`config.mk`:
```
export PLATFORM = sky130hd
export DESIGN_NAME = cond_holds_unit
export DESIGN_NICKNAME = d
export VERILOG_FILES = /design/src/rtl/cond_holds_unit_pkg.sv /design/src/rtl/cond_holds_unit_base_eval.sv /design/src/rtl/cond_holds_unit.sv
export SDC_FILE = /design/constraint.sdc
export NUM_CORES = 1
export LEC_CHECK = 0
export ABC_AREA = 0
export CAP_MARGIN = 20
export CORE_AREA = 2 2 39 41
export DETAILED_ROUTE_END_ITERATION = 16
export DIE_AREA = 0 0 41 43
export GPL_ROUTABILITY_DRIVEN = 0
export SLEW_MARGIN = 0
export SYNTH_ARGS = -nofsm -noshare
export SYNTH_HDL_FRONTEND = slang
export SYNTH_HIERARCHICAL = 1
export SYNTH_SLANG_ARGS = --single-unit
```
`constraint.sdc`:
```
create_clock -name vclk -period 4.1
set_input_delay 0.82 -clock vclk [all_inputs]
set_output_delay 0.82 -clock vclk [all_outputs]
set_load 0.1 [all_outputs]
```
`src/rtl/cond_holds_unit_pkg.sv`:
```
// rtl/cond_holds_unit_pkg.sv - shared condition-code and flag types (package data_structures)
package data_structures;

   typedef enum logic [3:0] {
      C_EQ = 4'b0000, C_NE = 4'b0001, C_CS = 4'b0010, C_CC = 4'b0011,
      C_MI = 4'b0100, C_PL = 4'b0101, C_VS = 4'b0110, C_VC = 4'b0111,
      C_HI = 4'b1000, C_LS = 4'b1001, C_GE = 4'b1010, C_LT = 4'b1011,
      C_GT = 4'b1100, C_LE = 4'b1101, C_AL = 4'b1110, C_NV = 4'b1111
   } cond_t;

   typedef struct packed {
      logic n;
      logic z;
      logic c;
      logic v;
   } nzcv_t;

endpackage

```
`src/rtl/cond_holds_unit_base_eval.sv`:
```
// rtl/cond_holds_unit_base_eval.sv - cond_base_eval: un-inverted condition from cond[3:1] and NZCV
module cond_base_eval
   import data_structures::*;
(
   input  logic [2:0] sel_i,
   input  nzcv_t      flags_i,
   output logic       base_o
);

   always_comb begin
      base_o = 1'b1;
      case (sel_i)
         3'd0: base_o = flags_i.z;
         3'd1: base_o = flags_i.c;
         3'd2: base_o = flags_i.n;
         3'd3: base_o = flags_i.v;
         3'd4: base_o = flags_i.c & ~flags_i.z;
         3'd5: base_o = (flags_i.n == flags_i.v);
         3'd6: base_o = ~flags_i.z & (flags_i.n == flags_i.v);
         default: base_o = 1'b1;
      endcase
   end

endmodule

```
`src/rtl/cond_holds_unit.sv`:
```
// rtl/cond_holds_unit.sv - AArch64 condition-holds evaluator; COND_HOLDS_OUT_REG_EN adds a 1-cycle output register
module cond_holds_unit
   import data_structures::*;
(
   input  logic       in_clk,
   input  logic       in_rst,
   input  logic       in_valid,
   input  logic [3:0] in_cond,
   input  logic [3:0] in_nzcv,
   output logic       out_valid,
   output logic       out_cond_holds
);

   logic base;
   logic valid_d;
   logic holds_d;

   cond_base_eval u_base_eval (
      .sel_i   (in_cond[3:1]),
      .flags_i (nzcv_t'(in_nzcv)),
      .base_o  (base)
   );

   // NV shares AL's encoding slot for "always", so its low bit must not invert
   always_comb begin
      valid_d = in_valid;
      holds_d = 1'b0;
      if (in_valid) begin
         holds_d = (in_cond[0] && (in_cond != C_NV)) ? ~base : base;
      end
   end

`ifdef COND_HOLDS_OUT_REG_EN
   logic valid_q;
   logic holds_q;

   always_ff @(posedge in_clk) begin
      if (in_rst) begin
         valid_q <= 1'b0;
         holds_q <= 1'b0;
      end else begin
         valid_q <= valid_d;
         holds_q <= holds_d;
      end
   end

   assign out_valid      = valid_q;
   assign out_cond_holds = holds_q;
`else
   logic unused_ok;
   assign unused_ok      = &{1'b0, in_clk, in_rst};
   assign out_valid      = valid_d;
   assign out_cond_holds = holds_d;
`endif

endmodule

```
==> results.md, run 1 <==
* Final Max Tran Viols at 0
* WP data arrival at 2.65 ns
* Vias/cell at 3.49
* Detail Route Antenna Nets at 0
* Lkg Pwr at 0.0000850 uW
* Syn Area/Cell at 7.67 um2
* Endpoint class of the critical path: output pin
* Yosys synthesis warning count at 6
* Synth area leader: mux4_2
* Worst Hold Class: in2out
* Drt wl/cell at 6.83 um
* Clock buf count at 0
* Row count at 14
* Pwr Total at 37.7 uW
* Final Hold Viols at 0
* Synthesized Nets at 26
* Tot GR Track Use at 0.0370
* CP Data Required Time at 3.28 ns
* # IOs at 13
* RSZ-0062 raised after global routing: no
* FFs & Latches at 0
* Die height at 43 um
* Post-Synthesis Cells at 15
* Synth Cell Area at 115 um2
* FMAX at 288 MHz
* Die X at 41 um
* Setup TNS at 0 ns
* CP Launch Type: primary input
* Status: finished, final reports clean
* Yosys top cell area share at 0.196
* Critical Path Start: in_cond[2]
* Area growth, synth to finish at 113%
* Worst slew pin tran at 0.312 ns
* Top cells by area, synth: mux4_2, nand2b_1, mux2i_1, o311ai_0, xnor2_1
* Vias in the first global route at 136
* Pwr/cell area at 154 nW/um2
* Final nets at 38
* Hold_sp: in_valid
* Die area at 1760 um2
* Largest net degree at the start of global routing at 7
* Register area share after synthesis at 0
* VDD IR max at 54.0 uV
* Final period utilization at 0.845
* Final setup viols at 0
* Initial antenna violation count at 0
* Core Box Area at 1380 um2
* Crit-path max FO at 5
* Final wirelength at 280 um
* HPWL after DPL at 252 um
* Antenna cells at 0
* TritonRoute pass-1 iters at 4
* Via count at 143
* First-pass GRT wire length at 503 um
* Layout cells sized above 1 at 0.120
* Post_cts resized at 0
* Crit path kind: in2out
* DRC at 0
* Post-cts hold buffer count at 0
* Max-slew headroom at 0.789
* Port Buffers at 11
* Area occupied by registers at 0 um2
* # Post-CTS Setup Buffers at 0
* Initial DRC count at 1
* Max-cap check violation count at 0
* Starting Density at 0.0832
* Congestion Overflow GR at 0
* Synth cell types at 12
* Tmin final at 3.47 ns
synth_stat cells:
master,instances
nand2_1,2
nor2b_1,1
buf_4,1
nand3_1,1
mux2i_1,1
mux4_2,1
xnor2_1,1
nor3b_1,1
o31ai_1,1
nor3_1,1
nand2b_1,3
o311ai_0,1
layout make-up:
type	count	area, um2
fillers	147	1140
repair buffers	11	118
multi-input cells	14	108
well taps	16	20.0
worst paths after layout:
| path | to | slack (ns) | cells after the start |
|---|---|---|---|
| worst max-delay path | out_cond_holds | 0.63 | 7 |
| worst min-delay path | out_valid | 2.33 | 2 |
report_power, final:
part           switching (uW)  total [uW]  internal (uW)
Combinational            19.8        37.7           17.9
Sequential                  0           0              0
Clock                       0           0              0
cells by family after synthesis:
kind of cell / after synthesis / synth area share
compound gates: 2 / 0.141
xor+xnor: 1 / 0.0761
simple gates: 9 / 0.435
mux: 2 / 0.283
buf+inv: 1 / 0.0652
cells in the final DEF, fill, tap and decap left out:
| master | count |
|---|---|
| clkdlybuf4s50_1 | 9 |
| nand2b_1 | 3 |
| nand2_1 | 2 |
| nand3_1 | 1 |
| mux2i_1 | 1 |
| buf_12 | 1 |
| buf_4 | 1 |
| nor2b_1 | 1 |
| xnor2_1 | 1 |
| nor3_1 | 1 |
| nor3b_1 | 1 |
| o311ai_0 | 1 |
| mux4_2 | 1 |
| o31ai_1 | 1 |
stage by stage:
step	instance area [um2]	setup slack, ns	std cells	utilization	hold slack (ns)
after floorplan	115	0.236	15	-	1.85
after global placement	245	0.644	41	0.177	2.33
after detailed placement	245	0.626	41	0.177	2.34
after CTS	245	0.624	41	0.177	2.34
after global routing	245	0.507	41	0.177	2.37
final	245	0.634	41	0.177	2.33
critical path, stage by stage:
cell and delay, ns:
clkdlybuf4s50_1 0.55, mux4_2 0.52, nand2b_1 0.08, o31ai_1 0.07, nand2b_1 0.15, mux2i_1 0.23, buf_12 0.21
routing by layer:
metal,part of all wire,track usage,vias to the layer above
met5,0,0,-
met4,0,0,0
met2,0.25,0.0500,13
met1,0.49,0.0637,54
li1,-,-,76
met3,0.26,0.00524,0
Power figures use the tool's default switching activity.
==> inputs of run 2 (changes only) <==
clock period = 3.01 ns   (was 4.1 ns; I/O delays follow)
==> run 2 against run 1 <==
Effect of this change:
- utilization is 0.99 points higher
- non-clock buffer count is 1 higher
- flip-flop and latch count stayed put
- global-route usage is 0.20 points lower
- via count is 2.8% higher
- first-iteration DRC count is 100% higher
- critical path type unchanged
==> results.md, run 2 (synthesis gave the netlist of run 1 again) <==
* Status: finished, final reports clean
* Crit-path max FO at 2 (-3)
* Worst path slowest cell: mux4_2
* Die area at 1760 um2 (unchanged)
* Drt wl/cell at 7.60 um (+11%)
* WP data arrival at 2.25 ns (-0.40 ns)
* Area occupied by registers at 0 um2 (unchanged)
* Fill cells at 156 (+6.1%)
* Max-cap check violation count at 0 (unchanged)
* Endpoint class of the critical path: output pin
* Tmin final at 2.86 ns
* Post-cts hold buffer count at 0 (unchanged)
* Worst path bufs/invs at 2 (unchanged)
* Antenna cells at 0 (unchanged)
* CP Launch Type: primary input
* Worst Hold Class: in2out
* Placed instance area at 256 um2 (+4.6%)
* Initial antenna violation count at 0 (unchanged)
* Starting Density at 0.0832 (unchanged)
* FFs & Latches at 0 (unchanged)
* Final Hold Viols at 0 (unchanged)
* Pwr/cell area at 208 nW/um2 (+35%)
* Finished Cell Area at 259 um2 (+5.6%)
* TritonRoute pass-1 iters at 2 (-2)
* Final wirelength at 319 um (+14%)
* Final setup viols at 0 (unchanged)
* Final Max Tran Viols at 0 (unchanged)
* Vias/cell at 3.50 (+0.35%)
* Worst Hold End: out_cond_holds
* Row count at 14 (unchanged)
* Area growth, synth to finish at 125%
* Core Box Area at 1380 um2 (unchanged)
* Crit path max-delay family: multiplexers
* Crit path kind: in2out
* # IOs at 13 (unchanged)
* Cell mode on critical path: nand2b_1
* Congestion Overflow GR at 0 (unchanged)
* Largest net degree at the start of global routing at 7 (unchanged)
* Detail Route Antenna Nets at 0 (unchanged)
* Final period utilization at 0.949
* FMAX at 350 MHz
* Worst slew pin tran at 0.297 ns (-0.0152 ns)
* Tot GR Track Use at 0.0350 (-0.00200)
* Hold_sp: in_cond[2]
* RSZ-0062 raised after global routing: no
* Max-slew headroom at 0.800 (+0.0103)
* Worst hold path stage count at 6 (+4)
* Die X at 41 um (unchanged)
* Die height at 43 um (unchanged)
* Via count at 147 (+2.8%)
* Port Buffers at 11 (unchanged)
* Initial DRC count at 2 (+1)
* Setup TNS at 0 ns (unchanged)
* CP Data Required Time at 2.41 ns (-0.87 ns)
* Most common cell after layout, fill and taps aside: clkdlybuf4s50_1
* VDD IR max at 51.0 uV (-5.7%)
* Layout cells sized above 1 at 0.192 (+0.0723)
* Final nets at 39 (+2.6%)
* # Post-CTS Setup Buffers at 0 (unchanged)
* DRC at 0 (unchanged)
* Max stage delay on crit path at 0.48 ns (-0.07 ns)
* First-pass GRT wire length at 476 um (-5.4%)
* Lkg Pwr at 0.0000967 uW (+14%)
* Commonest cells after routing, fill and taps aside: clkdlybuf4s50_1, nand2b_1, nand2_1, buf_4
* Clock buf count at 0 (unchanged)
* Post_cts resized at 0 (unchanged)
* Vias in the first global route at 122 (-10%)
* Cell Chain, Critical Path: clkdlybuf4s50_1 -> mux4_2 -> nand2b_1 -> o31ai_1 -> nand2b_1 -> mux2i_2 -> buf_12
## run 2: how the worst max path moves through the flow
stage          cells past startpoint        endpoint       start
5_1_grt                            7  out_cond_holds  in_cond[1]
3_5_place_dp                       7  out_cond_holds  in_cond[2]
2_1_floorplan                      5  out_cond_holds  in_cond[2]
3_3_place_gp                       7  out_cond_holds  in_cond[2]
6_report                           7  out_cond_holds  in_nzcv[0]
4_1_cts                            7  out_cond_holds  in_cond[2]
## run 2: per-stage QoR
stage	instances	worst slack [ns]	total power (uW)	util	hold WS [ns]
6_report	42	0.155	53.8	0.187	1.88
5_1_grt	42	0.0556	57.1	0.187	1.92
4_1_cts	42	0.0535	54.4	0.185	1.91
3_3_place_gp	42	0.0751	53.6	0.185	1.89
3_5_place_dp	42	0.0556	54.2	0.185	1.90
2_1_floorplan	15	0.0320	30.1	-	1.42
## run 2: power by group
group	switching, uW	leakage [uW]	internal (uW)
logic	28.0	0.0000967	25.8
registers	0	0	0
clock network	0	0	0
total	28.0	0.0000967	25.8
## run 2: final cells by class
type,instances,area (um2),area share
Multi-Input combinational cell,14,111,0.430
Tap cell,16,20.0,0.0773
Timing Repair Buffer,12,128,0.493
## run 2: tightest hold or removal path, delay by kind of cell
kind / cells / cell delay, ns
buf+inv: 3 / 0.43
mux: 1 / 0.08
simple gates: 2 / 0.16
## run 2: per-layer routing
metal | vias to the layer above | wire, um | track usage | share of wire
met5 | - | 0 | 0 | 0
li1 | 78 | - | - | -
met4 | 0 | 0 | 0 | 0
met1 | 58 | 182 | 0.0573 | 0.57
met3 | 0 | 56 | 0 | 0.18
met2 | 11 | 80 | 0.0531 | 0.25
==> inputs of run 3 (changes only) <==
ABC_AREA = 1   (was 0)
clock period = 3.15 ns   (was 3.01 ns; I/O delays follow)
==> run 3 against run 2 <==
Effect of this change:
- design area increased by 9.7%
- largest power group unchanged
- critical path depth increased by 3
- combinational power decreased by 4%
- utilization increased by 1.8 points
- global-route usage increased by 0.79 points
- critical endpoint unchanged
- highest routed layer unchanged
- final cell count increased by 40%
- total power decreased by 3.6%
- via count increased by 38%
- wire length increased by 14%
==> results.md, run 3 <==
* Die height at 43 um (unchanged)
* Final setup viols at 0 (unchanged)
* Met1 global-route usage at 0.0665 (+0.00913)
* Pwr/cell area at 183 nW/um2 (-12%)
* Initial DRC count at 4 (+2)
* Busiest grt layer: met2
* Via count at 203 (+38%)
* Synth Cell Area at 154 um2 (+34%)
* CP Data Required Time at 2.52 ns (+0.11 ns)
* Row count at 14 (unchanged)
* Largest net degree at the start of global routing at 6 (-1)
* Starting Density at 0.111 (+0.0280)
* Drt wl/cell at 6.15 um (-19%)
* HPWL after DPL at 312 um
* FFs & Latches at 0 (unchanged)
* # Post-CTS Setup Buffers at 0 (unchanged)
* Worst hold path stage count at 2 (-4)
* Die X at 41 um (unchanged)
* Max-slew headroom at 0.816 (+0.0165)
* Worst Hold Class: in2out
* RSZ-0062 raised after global routing: no
* Layout cells sized above 1 at 0.186 (-0.00626)
* Port Buffers at 11 (unchanged)
* Met2 GRT Util at 0.0688 (+0.0156)
* Die area at 1760 um2 (unchanged)
* Cell Chain, Critical Path: clkdlybuf4s50_1 -> nand2_1 -> o21ai_1 -> inv_1 -> o21ai_2 -> nand2_1 -> inv_1 -> a21oi_1 -> nor2_1 -> buf_12
* Yosys top cell area share at 0.268 (+0.0726)
* Syn Area/Cell at 4.66 um2 (-39%)
* Final wirelength at 363 um (+14%)
* Commonest cells after routing, fill and taps aside: nand2_1, clkdlybuf4s50_1, nor2_1, inv_1
* Worst path slowest cell: clkdlybuf4s50_1
* Most common cell after layout, fill and taps aside: nand2_1
* First-pass GRT wire length at 586 um (+23%)
* Crit-path max FO at 5 (+3)
* Vias in the first global route at 168 (+38%)
* Lkg Pwr at 0.000140 uW (+45%)
* Top cells by area, synth: nand2_1, nand3_2, inv_1, nor2_1, a21oi_1
* Max-cap check violation count at 0 (unchanged)
* Tmin final at 2.78 ns
* # IOs at 13 (unchanged)
* Initial antenna violation count at 0 (unchanged)
* Final period utilization at 0.882
* Post-Synthesis Cells at 33 (+18)
* VDD IR max at 31.6 uV (-38%)
* Max stage delay on crit path at 0.59 ns (+0.11 ns)
* Finished Cell Area at 284 um2 (+9.7%)
* Placed instance area at 284 um2 (+11%)
* DRC at 0 (unchanged)
* Area occupied by registers at 0 um2 (unchanged)
* Vias/cell at 3.44 (-1.7%)
* Final Hold Viols at 0 (unchanged)
* Synth cell count leaders: nand2_1, inv_1, nor2_1
* Congestion Overflow GR at 0 (unchanged)
* Detail Route Antenna Nets at 0 (unchanged)
* Tot GR Track Use at 0.0430 (+0.00792)
* Synth cell types at 12 (unchanged)
* Worst slew pin tran at 0.278 ns (-0.0188 ns)
* Antenna cells at 0 (unchanged)
* WP data arrival at 2.15 ns (-0.10 ns)
* Fill cells at 166 (+6.4%)
* TritonRoute pass-1 iters at 4 (+2)
* Synthesized Nets at 44 (+69%)
* Synth area leader: nand2_1
* Setup TNS at 0 ns (unchanged)
* Post-cts hold buffer count at 0 (unchanged)
* Yosys synthesis warning count at 6 (unchanged)
* Final nets at 56 (+44%)
* Clock buf count at 0 (unchanged)
* Register area share after synthesis at 0 (unchanged)
* Area growth, synth to finish at 84.6%
* Met3 usage at 0 (unchanged)
* Endpoint class of the critical path: output pin
* Core Box Area at 1380 um2 (unchanged)
* CP Launch Type: primary input
* Top-count cell post-synth: nand2_1
* Post_cts resized at 0 (unchanged)
* Status: finished, final reports clean
* Crit path kind: in2out
* Final Max Tran Viols at 0 (unchanged)
* FMAX at 360 MHz
## run 3: cell types whose count changed after synthesis, moves of 2 or more
cell,previous run,this run
nand2b_1,3,0
a21oi_1,0,2
clkinv_1,0,2
nand3_2,0,2
nand2_1,2,11
inv_2,0,2
inv_1,0,4
nor2_1,0,4
## run 3: cell type report
class | instances | area (um2) | area share
Multi-Input combinational cell | 24 | 116 | 0.410
Tap cell | 16 | 20.0 | 0.0705
Timing Repair Buffer | 11 | 118 | 0.414
Inverter | 8 | 30.0 | 0.106
## run 3: path summary, 6_finish.rpt
| path | start | to |
|---|---|---|
| setup / recovery | in_cond[2] | out_cond_holds |
| hold / removal | in_valid | out_valid |
## run 3: where the power goes
group	leakage (uW)	switching (uW)	internal, uW	total (uW)
clock	0	0	0	0
combinational	0.000140	29.8	22.2	51.9
sequential	0	0	0	0
total	0.000140	29.8	22.2	51.9
## run 3: worst max-delay path, delay by kind of cell
family | cells | cell delay, ns
AO/OA/AOI/OAI | 3 | 0.22
AND/OR/NAND/NOR | 3 | 0.37
buffers and inverters | 4 | 0.92
## run 3: cells by family (layout without fill, tap and decap cells)
logic type,after synthesis,count (layout),synth area share
and+or+nand+nor,20,20,0.602
buffers and inverters,9,19,0.244
AOI/OAI and AO/OA,4,4,0.154
## run 3: metal layers
metal  vias up  wire, um
met2         5       171
met1        80       163
li1        118         -
met3         0        27
met4         0         0
met5         -         0
## run 3: through the flow
step	hold WS, ns	setup WS [ns]	instances	utilization	power, uW
after floorplan	1.47	0.153	33	-	30.3
after global placement	1.92	0.360	59	0.205	51.9
after detailed placement	1.92	0.377	59	0.205	52.0
after CTS	1.92	0.366	59	0.205	52.3
after global routing	1.95	0.183	59	0.205	56.4
final	1.92	0.373	59	0.205	51.9
